### src/rtl/counter_sched.sv
// Round-robin owner of a shared interval counter: grants one requester at a time,
// counts its requested number of cycles, pulses its done flag, then re-arbitrates.
module counter_sched #(
    parameter int NREQ  = 4,
    parameter int WIDTH = 8
) (
    input  logic                  clock,
    input  logic                  reset,
    input  logic [NREQ-1:0]       req,
    input  logic [NREQ*WIDTH-1:0] len,
    input  logic                  abort,
    output logic [NREQ-1:0]       grant,
    output logic                  busy,
    output logic [WIDTH-1:0]      count,
    output logic                  cnt_enable,
    output logic [NREQ-1:0]       done
);

    localparam int unsigned N  = NREQ;
    localparam int          PW = (NREQ > 1) ? $clog2(NREQ) : 1;

    typedef enum logic [1:0] {IDLE, RUN, DONE} state_t;

    state_t            state, state_n;
    logic [PW-1:0]     owner, owner_n, ptr, ptr_n;
    logic [PW-1:0]     owner_next, win, idx_p;
    logic [WIDTH-1:0]  limit, limit_n, count_q, count_n, win_len;
    logic [WIDTH-1:0]  len_a [NREQ];
    logic              found;
    int unsigned       idx;

    always_comb begin
        for (int unsigned i = 0; i < N; i++) begin
            len_a[i] = len[i*WIDTH +: WIDTH];
        end
    end

    // First set request at or above the pointer, wrapping to the bottom.
    always_comb begin
        found   = 1'b0;
        win     = '0;
        win_len = '0;
        idx     = 0;
        idx_p   = '0;
        for (int unsigned k = 0; k < N; k++) begin
            idx   = (32'(ptr) + k) % N;
            idx_p = PW'(idx);
            if (!found && req[idx_p]) begin
                found   = 1'b1;
                win     = idx_p;
                win_len = len_a[idx_p];
            end
        end
    end

    assign owner_next = (owner == PW'(NREQ - 1)) ? '0 : owner + 1'b1;
    assign count      = count_q;

    always_ff @(posedge clock or posedge reset) begin
        if (reset) begin
            state   <= IDLE;
            owner   <= '0;
            ptr     <= '0;
            limit   <= '0;
            count_q <= '0;
        end else begin
            state   <= state_n;
            owner   <= owner_n;
            ptr     <= ptr_n;
            limit   <= limit_n;
            count_q <= count_n;
        end
    end

    always_comb begin
        state_n    = state;
        owner_n    = owner;
        ptr_n      = ptr;
        limit_n    = limit;
        count_n    = count_q;
        grant      = '0;
        done       = '0;
        busy       = 1'b0;
        cnt_enable = 1'b0;
        case (state)
            IDLE: begin
                if (found) begin
                    owner_n = win;
                    limit_n = win_len;
                    count_n = '0;
                    state_n = (win_len != '0) ? RUN : DONE;
                end
            end
            RUN: begin
                busy         = 1'b1;
                cnt_enable   = 1'b1;
                grant[owner] = 1'b1;
                if (abort) begin
                    state_n = IDLE;
                    count_n = '0;
                    ptr_n   = owner_next;
                end else if (count_q == limit - WIDTH'(1)) begin
                    state_n = DONE;
                    count_n = '0;
                end else begin
                    count_n = count_q + WIDTH'(1);
                end
            end
            DONE: begin
                busy         = 1'b1;
                grant[owner] = 1'b1;
                done[owner]  = 1'b1;
                state_n      = IDLE;
                ptr_n        = owner_next;
            end
            default: state_n = IDLE;
        endcase
    end

endmodule

### config.mk
export PLATFORM = sky130hd
export DESIGN_NAME = counter_sched
export DESIGN_NICKNAME = d
export VERILOG_FILES = /design/src/rtl/counter_sched.sv
export SDC_FILE = /design/constraint.sdc
export NUM_CORES = 1
export LEC_CHECK = 0
export ABC_AREA = 1
export CAP_MARGIN = 10
export CORE_UTILIZATION = 54
export CTS_BUF_LIST = sky130_fd_sc_hd__clkbuf_8
export DETAILED_ROUTE_END_ITERATION = 6
export HOLD_SLACK_MARGIN = 0.1
export PLACE_DENSITY = 0.84
export SLEW_MARGIN = 5
export SYNTH_ARGS = -nofsm -noshare
export SYNTH_HDL_FRONTEND = slang
export SYNTH_SLANG_ARGS = --single-unit
export TNS_END_PERCENT = 100
### constraint.sdc
create_clock -name clock -period 2.05 [get_ports clock]
set_input_delay 0.3075 -clock clock [delete_from_list [all_inputs] [get_ports clock]]
set_output_delay 0.3075 -clock clock [all_outputs]
set_load 0.005 [all_outputs]
-- Word level (Yosys, flattened, before mapping)
Index checks and enable logic that the tools add are counted.
- bits in registers: 22
- latch bits: 0
- bits in writable memories: 0
- ROM bits: 0
- bits of input ports: 39
- logic and storage cells: 98
- memories: 0
- add/sub/neg operators: 6
- $mul: 0
- div/mod/pow operators: 0
- magnitude comparators: 10
- equality and inequality tests: 7
- shift-type cells: 0
- multiplexer cells: 50
- bitwise gates (word level): 4
- reductions and logical operators: 16
- operator list (kind ; number):
    $mux W8 ; 15
    $bmux W8 S2 ; 4
    $mux W2 ; 10
    $pmux W8 S2 ; 1
    $lt A2 B3 Y1 const B ; 5
    $ge A3 B3 Y1 const B ; 4
    $not A2 Y3 ; 4
    $mux W1 ; 11
    $add A8 B1 Y8 const B ; 1
    $bmux W1 S2 ; 4
    $eq A8 B8 Y1 ; 1
    $mux W4 ; 2
    $pmux W2 S2 ; 2
    $reduce_and A2 Y1 ; 4
    $reduce_bool A8 Y1 ; 1
    $sub A8 B1 Y8 const B ; 1
    $add A2 B1 Y2 const B ; 2
    $add A2 B2 Y2 const B ; 2
    $eq A2 B2 Y1 const B ; 2
    $logic_and A1 B1 Y1 ; 4
    $ne A2 B2 Y1 const B ; 2
    $reduce_bool A2 Y1 ; 2
    $logic_not A1 Y1 ; 3
    $ne A3 B3 Y1 const B ; 1
    5 further kinds ; 5

-- Depth between registers and ports, before layout
Gate-level depths: netlist of the first run.
- depth in word-level cells: 16
- depth in mapped cells: 18

-- Worst setup path after synthesis of the first run
No wires, ideal clock.
- path kind: register to register
- start point: register ptr[0]
- end point: register state[0]
- library setup time: 0.117 ns
- arrival: 1.639 ns
- required time: 1.933 ns
- slack: 0.295 ns
- stages on the path, launching flop included: 18
- period minus slack after synthesis: 1.755 ns
- path through: dfrtp_1 buf_6 inv_4 buf_6 nand2_1 nand3_2 nand2_4 nor2_4 buf_6 nand3_4 clkinv_2 nand2_1 nand2_1 nand2_1 nor2_2 nand2_1 nand2_1 nand2_1
- longest elaborated chain between the ends: 16
- elaborated cells on any way between the ends: 47
- those cells by class: 3 x add/sub; 1 x eq/ne; 31 x mux; 4 x bitwise; 8 x reduce/logical
- ends and longest elaborated chain (what ; RTL line ; RTL):
    from (decl) ; 25 ; logic [PW-1:0] owner, owner_n, ptr, ptr_n;
    from (signal assigned) ; 69 ; ptr <= ptr_n;
    branches (longest 16 deep; another with $add A2 B1 Y2) ; - ;
    to (signal assigned) ; 67 ; state <= state_n;
    to (decl) ; 24 ; state_t state, state_n;
Several ways; the timed one is not identified. The select of a mux whose other input is x is not followed.
A chain may end at the register's enable or synchronous reset.

-- Final worst setup path of the first run
- start point: register state[0]
- end point: output port grant[0]
- longest elaborated chain between the ends: 3
- elaborated cells on any way between the ends: 4
- those cells by class: 2 x eq/ne; 1 x mux; 1 x reduce/logical
- ends and longest elaborated chain (what ; RTL line ; RTL):
    $eq A2 B1 Y1 / $eq A2 B2 Y1 (equally long branches) ; 85 ; case (state)
    $reduce_or A2 Y1 (no line) * ; - ;
    $mux W4 * ; - ;
    to (decl) ; 12 ; output logic [NREQ-1:0] grant,
Every way passes the cells marked *; elsewhere a longest branch is shown, timed or not.

==> impl_metrics.toml, run 1 <==
[critical_path]
crit_path_frequent_cell = "inv_1"
r2r_start = "ptr[0]$_DFFE_PP0P_"
worst_ep_arrival_time_ns = 1.70
slowest_delay_ns = 0.48
cp_num_buf_inv = 3
end_kind = "output pin"
start_kind = "register"
path_max_fanout = 5
slowest_stage = "clkdlybuf4s50_1"
setup.worst_path.class = "reg -> out"
critical_path.top_delay_family = "buffers and inverters"
crit_chain = "inv_1 -> ha_1 -> nand2_1 -> inv_1 -> clkdlybuf4s50_1"
rr_worst_depth = 16
rrSetupSlack_ns = 0.12
worstReg2RegEnd = "state[0]$_DFFE_PP0P_"
worst_ep_required_time_ns = 1.74

[yosys]
ys.flop_type = "dfrtp_1"
async_flop_share = 1.000
yosysTopAreaCellShare = 0.2653
avgSynthCellArea_sq_um = 5.729
ys_warn_count = 0
netlist_instances = 484
synth_area_sq_um = 2773
synth_edf_count = 0
ys_top_cells_by_area = "nand2_1 27%, dfrtp_1 20%, o21ai_0 9.6%, inv_1 7.6%, nand3_1 6.7%"
syn_nets = 532
synth_top_area_cell = "nand2_1"
ys_seq_area_frac = 0.1986
synth.distinct_cells = 35
synth-seq-cells = 22

[clocking]
cts_buffers = 3
clkTransAtPathRegs_ns = 0.08
clk-insertion-delay-late_ns = 0.27
postCtsSetupBuffers = 0
cts_tree = "done"
clockRootBuffer = "clkbuf_8"
h-tree-depth = 1
clock_sinks = 22
clock_path_buffers = 2

[finish]
syn_to_final_growth_pct = 28.70
insertedDiodeCount = 0
drive_gt1_frac = 0.1011
fill_cells = 449
final_area_sq_um = 3568
nets = 593
fin_cells = 611

[sta]
timing.hold.ws_ns = 0.3745
tightest_slew_ns = 0.4343
finalClockSkew_ns = 0.005213
finalSetupViolations = 0
fin_crit_ns = 2.009
fmax_mhz = 497.8
rsz0062_at_grt = "yes"
finalMaxSlewViolations = 0
setup_tns_ns = 0
finalHoldViolCount = 0
relSlewSlack = 0.7074
period_share = 0.9799

[global_routing]
grt_pass1_vias = 2823
antenna_found_initial = 0
grt_max_degree = 43
grtUsageTotal = 0.2710
grt_first_pass_wirelength_microns = 11750
grt_overflow = 0

[die]
core-area_sq_um = 4817
row_count = 25
num_io_pins = 57
start_util = 0.5756
die_h_microns = 73.66
die_w_microns = 73.66
fp.dieArea_sq_um = 5425

[placed_design]
io_buffers = 56
post_dp_cell_area_sq_um = 3481
gp_congestion = 0.9064
dp_hpwl_microns = 5435
placedCellCount = 607

[detailed_routing]
drtIter0Drc = 111
via_count = 3086
vias_per_cell = 5.051
ant_nets = 0
first_pass_iters = 4
routed_wl_microns = 6737
route.detailed.drc = 0
routedWlPerCell_microns = 11.03

[power_and_ir_drop]
p_per_area_nw_per_um2 = 1502
ir_drop_uv = 718.6
power_w = 0.005361
leakagePower_nw = 1.837

[run_status]
status = "finished, final reports clean"

[hold_path]
hold_class = "in -> async"

[run]
drv_cap = 0
==> worst min-delay path, delay by kind of cell <==
kind / cells / cell delay, ns
buf+inv: 3 / 0.72
==> report_power, final <==
group / internal [W] / switching [W] / total [W]
clock network: 0.000171 / 0.000146 / 0.000317
registers: 0.000586 / 0.000149 / 0.000735
logic: 0.00170 / 0.00261 / 0.00431
==> layout make-up <==
cell class                      instances  area (sq um)  share of cell area
Sequential cell                        22         551.8              0.1546
Inverter                               61         240.2             0.06732
Multi-Input combinational cell        381          1886              0.5284
Clock buffer                            4         55.05             0.01543
Timing Repair Buffer                   76         752.0              0.2107
Tap cell                               67         83.83             0.02349
==> worst max-delay path by stage <==
stage	cells past startpoint	slack [ns]	end	startpoint
detailed placement	15	-0.09	state[0]$_DFFE_PP0P_	req[3]
global placement	15	-0.04	state[0]$_DFFE_PP0P_	req[3]
finish	5	0.04	grant[0]	state[0]$_DFFE_PP0P_
floorplan	17	0.29	state[0]$_DFFE_PP0P_	ptr[0]$_DFFE_PP0P_
CTS	5	0.03	grant[0]	state[0]$_DFFE_PP0P_
global route	5	-0.04	grant[0]	state[0]$_DFFE_PP0P_
==> through the flow <==
| step | setup slack, ns | util |
|---|---|---|
| final | 0.04129 | 0.7408 |
| after floorplan | 0.2945 | - |
| after global routing | -0.03895 | 0.7408 |
| after global placement | -0.03638 | 0.7226 |
| after CTS | 0.02981 | 0.7340 |
| after detailed placement | -0.09238 | 0.7226 |
==> cells by family (layout without fill, tap and decap cells) <==
| kind of cell | count (synthesis) | count (layout) | share of synthesized area |
|---|---|---|---|
| AND/OR/NAND/NOR | 286 | 286 | 0.4481 |
| AO/OA/AOI/OAI | 70 | 70 | 0.1336 |
| buffers and inverters | 81 | 141 | 0.1286 |
| flip-flops | 22 | 22 | 0.1986 |
| XOR/XNOR | 16 | 16 | 0.05054 |
| adder cells (fa/ha/maj) | 9 | 9 | 0.04061 |
==> Yosys cell counts (2+ instances only) <==
cell      instances
nand2_2           5
nand2_1         196
a21oi_1           7
ha_1              9
nand4_1           5
clkbuf_1          2
o21ai_1           3
inv_2             3
buf_6             4
o21ai_0          53
xor2_1           12
buf_2            12
o21ai_2           2
dfrtp_1          22
inv_1            56
xnor2_1           4
nand3_4           2
nor3_1            2
nand3_1          37
nor2_1           28
nand2_4           6
==> registers in the layout, indices dropped and copies added, names as in the netlist <==
register  cells
count         8
limit         8
owner         2
ptr           2
state         2
==> per-layer routing <==
metal,track usage,routed length (microns),vias up
met5,0,0,-
met4,0.1111,150,0
met3,0.01920,218,15
met2,0.4842,3314,93
met1,0.3353,3053,1339
li1,-,-,1639
==> what timing repair did <==
action	in CTS	in global routing
resized for setup	0	12
hold endpoints to repair	0	0
hold buffers	0	0
endpoints found under the setup margin	0	15
==> cells in the final DEF, fill, tap and decap left out, drive strengths merged <==
cell type / n
ha: 9
dfrtp: 22
buf: 20
nor4: 1
nor3: 2
o311ai: 1
clkinv: 1
a21o: 1
o21ai: 58
clkbuf: 4
xor2: 12
o22ai: 1
nor3b: 1
nor2: 30
clkdlybuf4s50: 56
inv: 60
nand2: 207
nand3: 40
a21oi: 7
o211ai: 1
xnor2: 4
nand4: 5
o31ai: 1
(Power assumes the default switching activity.)
==> inputs of run 2 (changes only) <==
==> constraint.sdc (replaced) <==
create_clock -name clock -period 2.3 [get_ports clock]
set_input_delay 0.345 -clock clock [delete_from_list [all_inputs] [get_ports clock]]
set_output_delay 0.345 -clock clock [all_outputs]
set_load 0.005 [all_outputs]
==> run 2 against run 1 <==
  * Clock power fell by 12%
  * Combinational power fell by 18%
  * Sequential power fell by 6.5%
  * Routed wire length fell by 2.6%
  * Critical path type is now reg -> reg
  * Non-clock buffer count fell by 8
  * Largest power group unchanged
  * Count of clock-buffer cells in the layout did not move
  * Die area did not move
==> impl_metrics.toml, run 2 (synthesized netlist as in run 1, its figures left out) <==
[critical_path]
crit_chain = "inv_2 -> nand2_1 -> nand2_2 -> nand2_2 -> nand2_4 -> nor2_4 -> buf_4 -> nand3_1 -> nand3_1 -> nor2_1 -> nand2_1 -> nor2_1 -> nand2_1 -> nand2_1 -> nand2_1"
start_kind = "register"
crit_path_frequent_cell = "nand2_1"
slowest_stage = "dfrtp_1"
path_max_fanout = 11
end_kind = "register"
slowest_delay_ns = 0.49
worst_ep_arrival_time_ns = 2.21
worst_ep_required_time_ns = 2.46
setup.worst_path.class = "reg -> reg"

[die]
die_w_microns = 73.66
num_io_pins = 57
die_h_microns = 73.66
fp.dieArea_sq_um = 5425
core-area_sq_um = 4817
row_count = 25
start_util = 0.5756

[placed_design]
dp_hpwl_microns = 5185
placedCellCount = 599
io_buffers = 56
gp_congestion = 0.9344

[global_routing]
grt_pass1_vias = 2719
grt_first_pass_wirelength_microns = 11480
grtUsageTotal = 0.2654
grt_max_degree = 44
grt.met1_usage = 0.3373
antenna_found_initial = 0
grt_overflow = 0
use_met3 = 0.02058
busiest_layer = "met2"
grt.met2_usage = 0.4679

[hold_path]
hold_class = "in -> async"

[sta]
setup_tns_ns = 0
fmax_mhz = 485.6
finalSetupViolations = 0
relSlewSlack = 0.7262
timing.hold.ws_ns = 0.4110
finalClockSkew_ns = 0.009696
finalHoldViolCount = 0
fin_crit_ns = 2.059
rsz0062_at_grt = "no"
period_share = 0.8954
tightest_slew_ns = 0.4063
finalMaxSlewViolations = 0

[detailed_routing]
drtIter0Drc = 82
routed_wl_microns = 6559
via_count = 3037
ant_nets = 0
vias_per_cell = 5.036
routedWlPerCell_microns = 10.88
first_pass_iters = 4
route.detailed.drc = 0

[finish]
drive_gt1_frac = 0.07649
postLayoutCoreUtil = 0.7174
nets = 585
fill_cells = 458
layout_commonest_cell = "nand2_1"
insertedDiodeCount = 0
syn_to_final_growth_pct = 24.64
fin_cells = 603
final_cell_mix = "196 x nand2_1, 56 x inv_1, 56 x clkdlybuf4s50_1"

[clocking]
cts_buffers = 3
clockRootBuffer = "clkbuf_8"
clock_path_buffers = 2
ctsResizeCount = 0
cts_hold_buf = 0
clkTransAtPathRegs_ns = 0.09
clk-insertion-delay-late_ns = 0.27
clock_sinks = 22
h-tree-depth = 1
cts_tree = "done"
postCtsSetupBuffers = 0

[power_and_ir_drop]
ir_drop_uv = 662.5
p_per_area_nw_per_um2 = 1302
power_w = 0.004499
leakagePower_nw = 1.784

[run]
drv_cap = 0

[run_status]
status = "finished, final reports clean"
[run 2: layer usage]
layer	up-vias	wire length, microns
li1	1622	-
met1	1291	2983
met2	112	3141
met3	12	287
met4	0	146
met5	-	0
[run 2: where the power goes]
group / switching (W) / internal [W] / total [W]
Clock: 0.000128 / 0.000153 / 0.000280
Combinational: 0.00221 / 0.00132 / 0.00353
Sequential: 0.000164 / 0.000523 / 0.000687
Total: 0.00251 / 0.00199 / 0.00450
[run 2: worst paths after layout]
kind,start,depth (start not counted),to,slack [ns]
max in group asynchronous,reset,3,ptr[0]$_DFFE_PP0P_,1.65
min,reset,3,limit[0]$_DFFE_PP0P_,0.41
min reg2reg,limit[1]$_DFFE_PP0P_,2,limit[1]$_DFFE_PP0P_,0.51
max,ptr[1]$_DFFE_PP0P_,15,state[0]$_DFFE_PP0P_,0.24
max reg2reg,ptr[1]$_DFFE_PP0P_,15,state[0]$_DFFE_PP0P_,0.24
min in group clock,limit[1]$_DFFE_PP0P_,2,limit[1]$_DFFE_PP0P_,0.51
[run 2: stage by stage]
| stage | setup slack [ns] | instance area (sq um) |
|---|---|---|
| 2_1_floorplan | 0.5445 | 2773 |
| 3_3_place_gp | 0.1369 | 3396 |
| 3_5_place_dp | 0.05115 | 3396 |
| 4_1_cts | 0.1508 | 3451 |
| 5_1_grt | 0.01893 | 3456 |
| 6_report | 0.2406 | 3456 |
[run 2: layout make-up]
cell class	count	area, sq um	share of cell area
clock buffer	4	55.05	0.01593
inverter	61	232.7	0.06734
multi-input combinational	381	1869	0.5409
sequential	22	551.8	0.1597
tap	67	83.83	0.02426
timing repair buffer	68	663.1	0.1919
[run 2: worst max-delay path, delay by kind of cell (launching register included)]
kind	cells	cell delay, ns
DFF	1	0.49
and+or+nand+nor	13	1.08
buffers and inverters	2	0.35
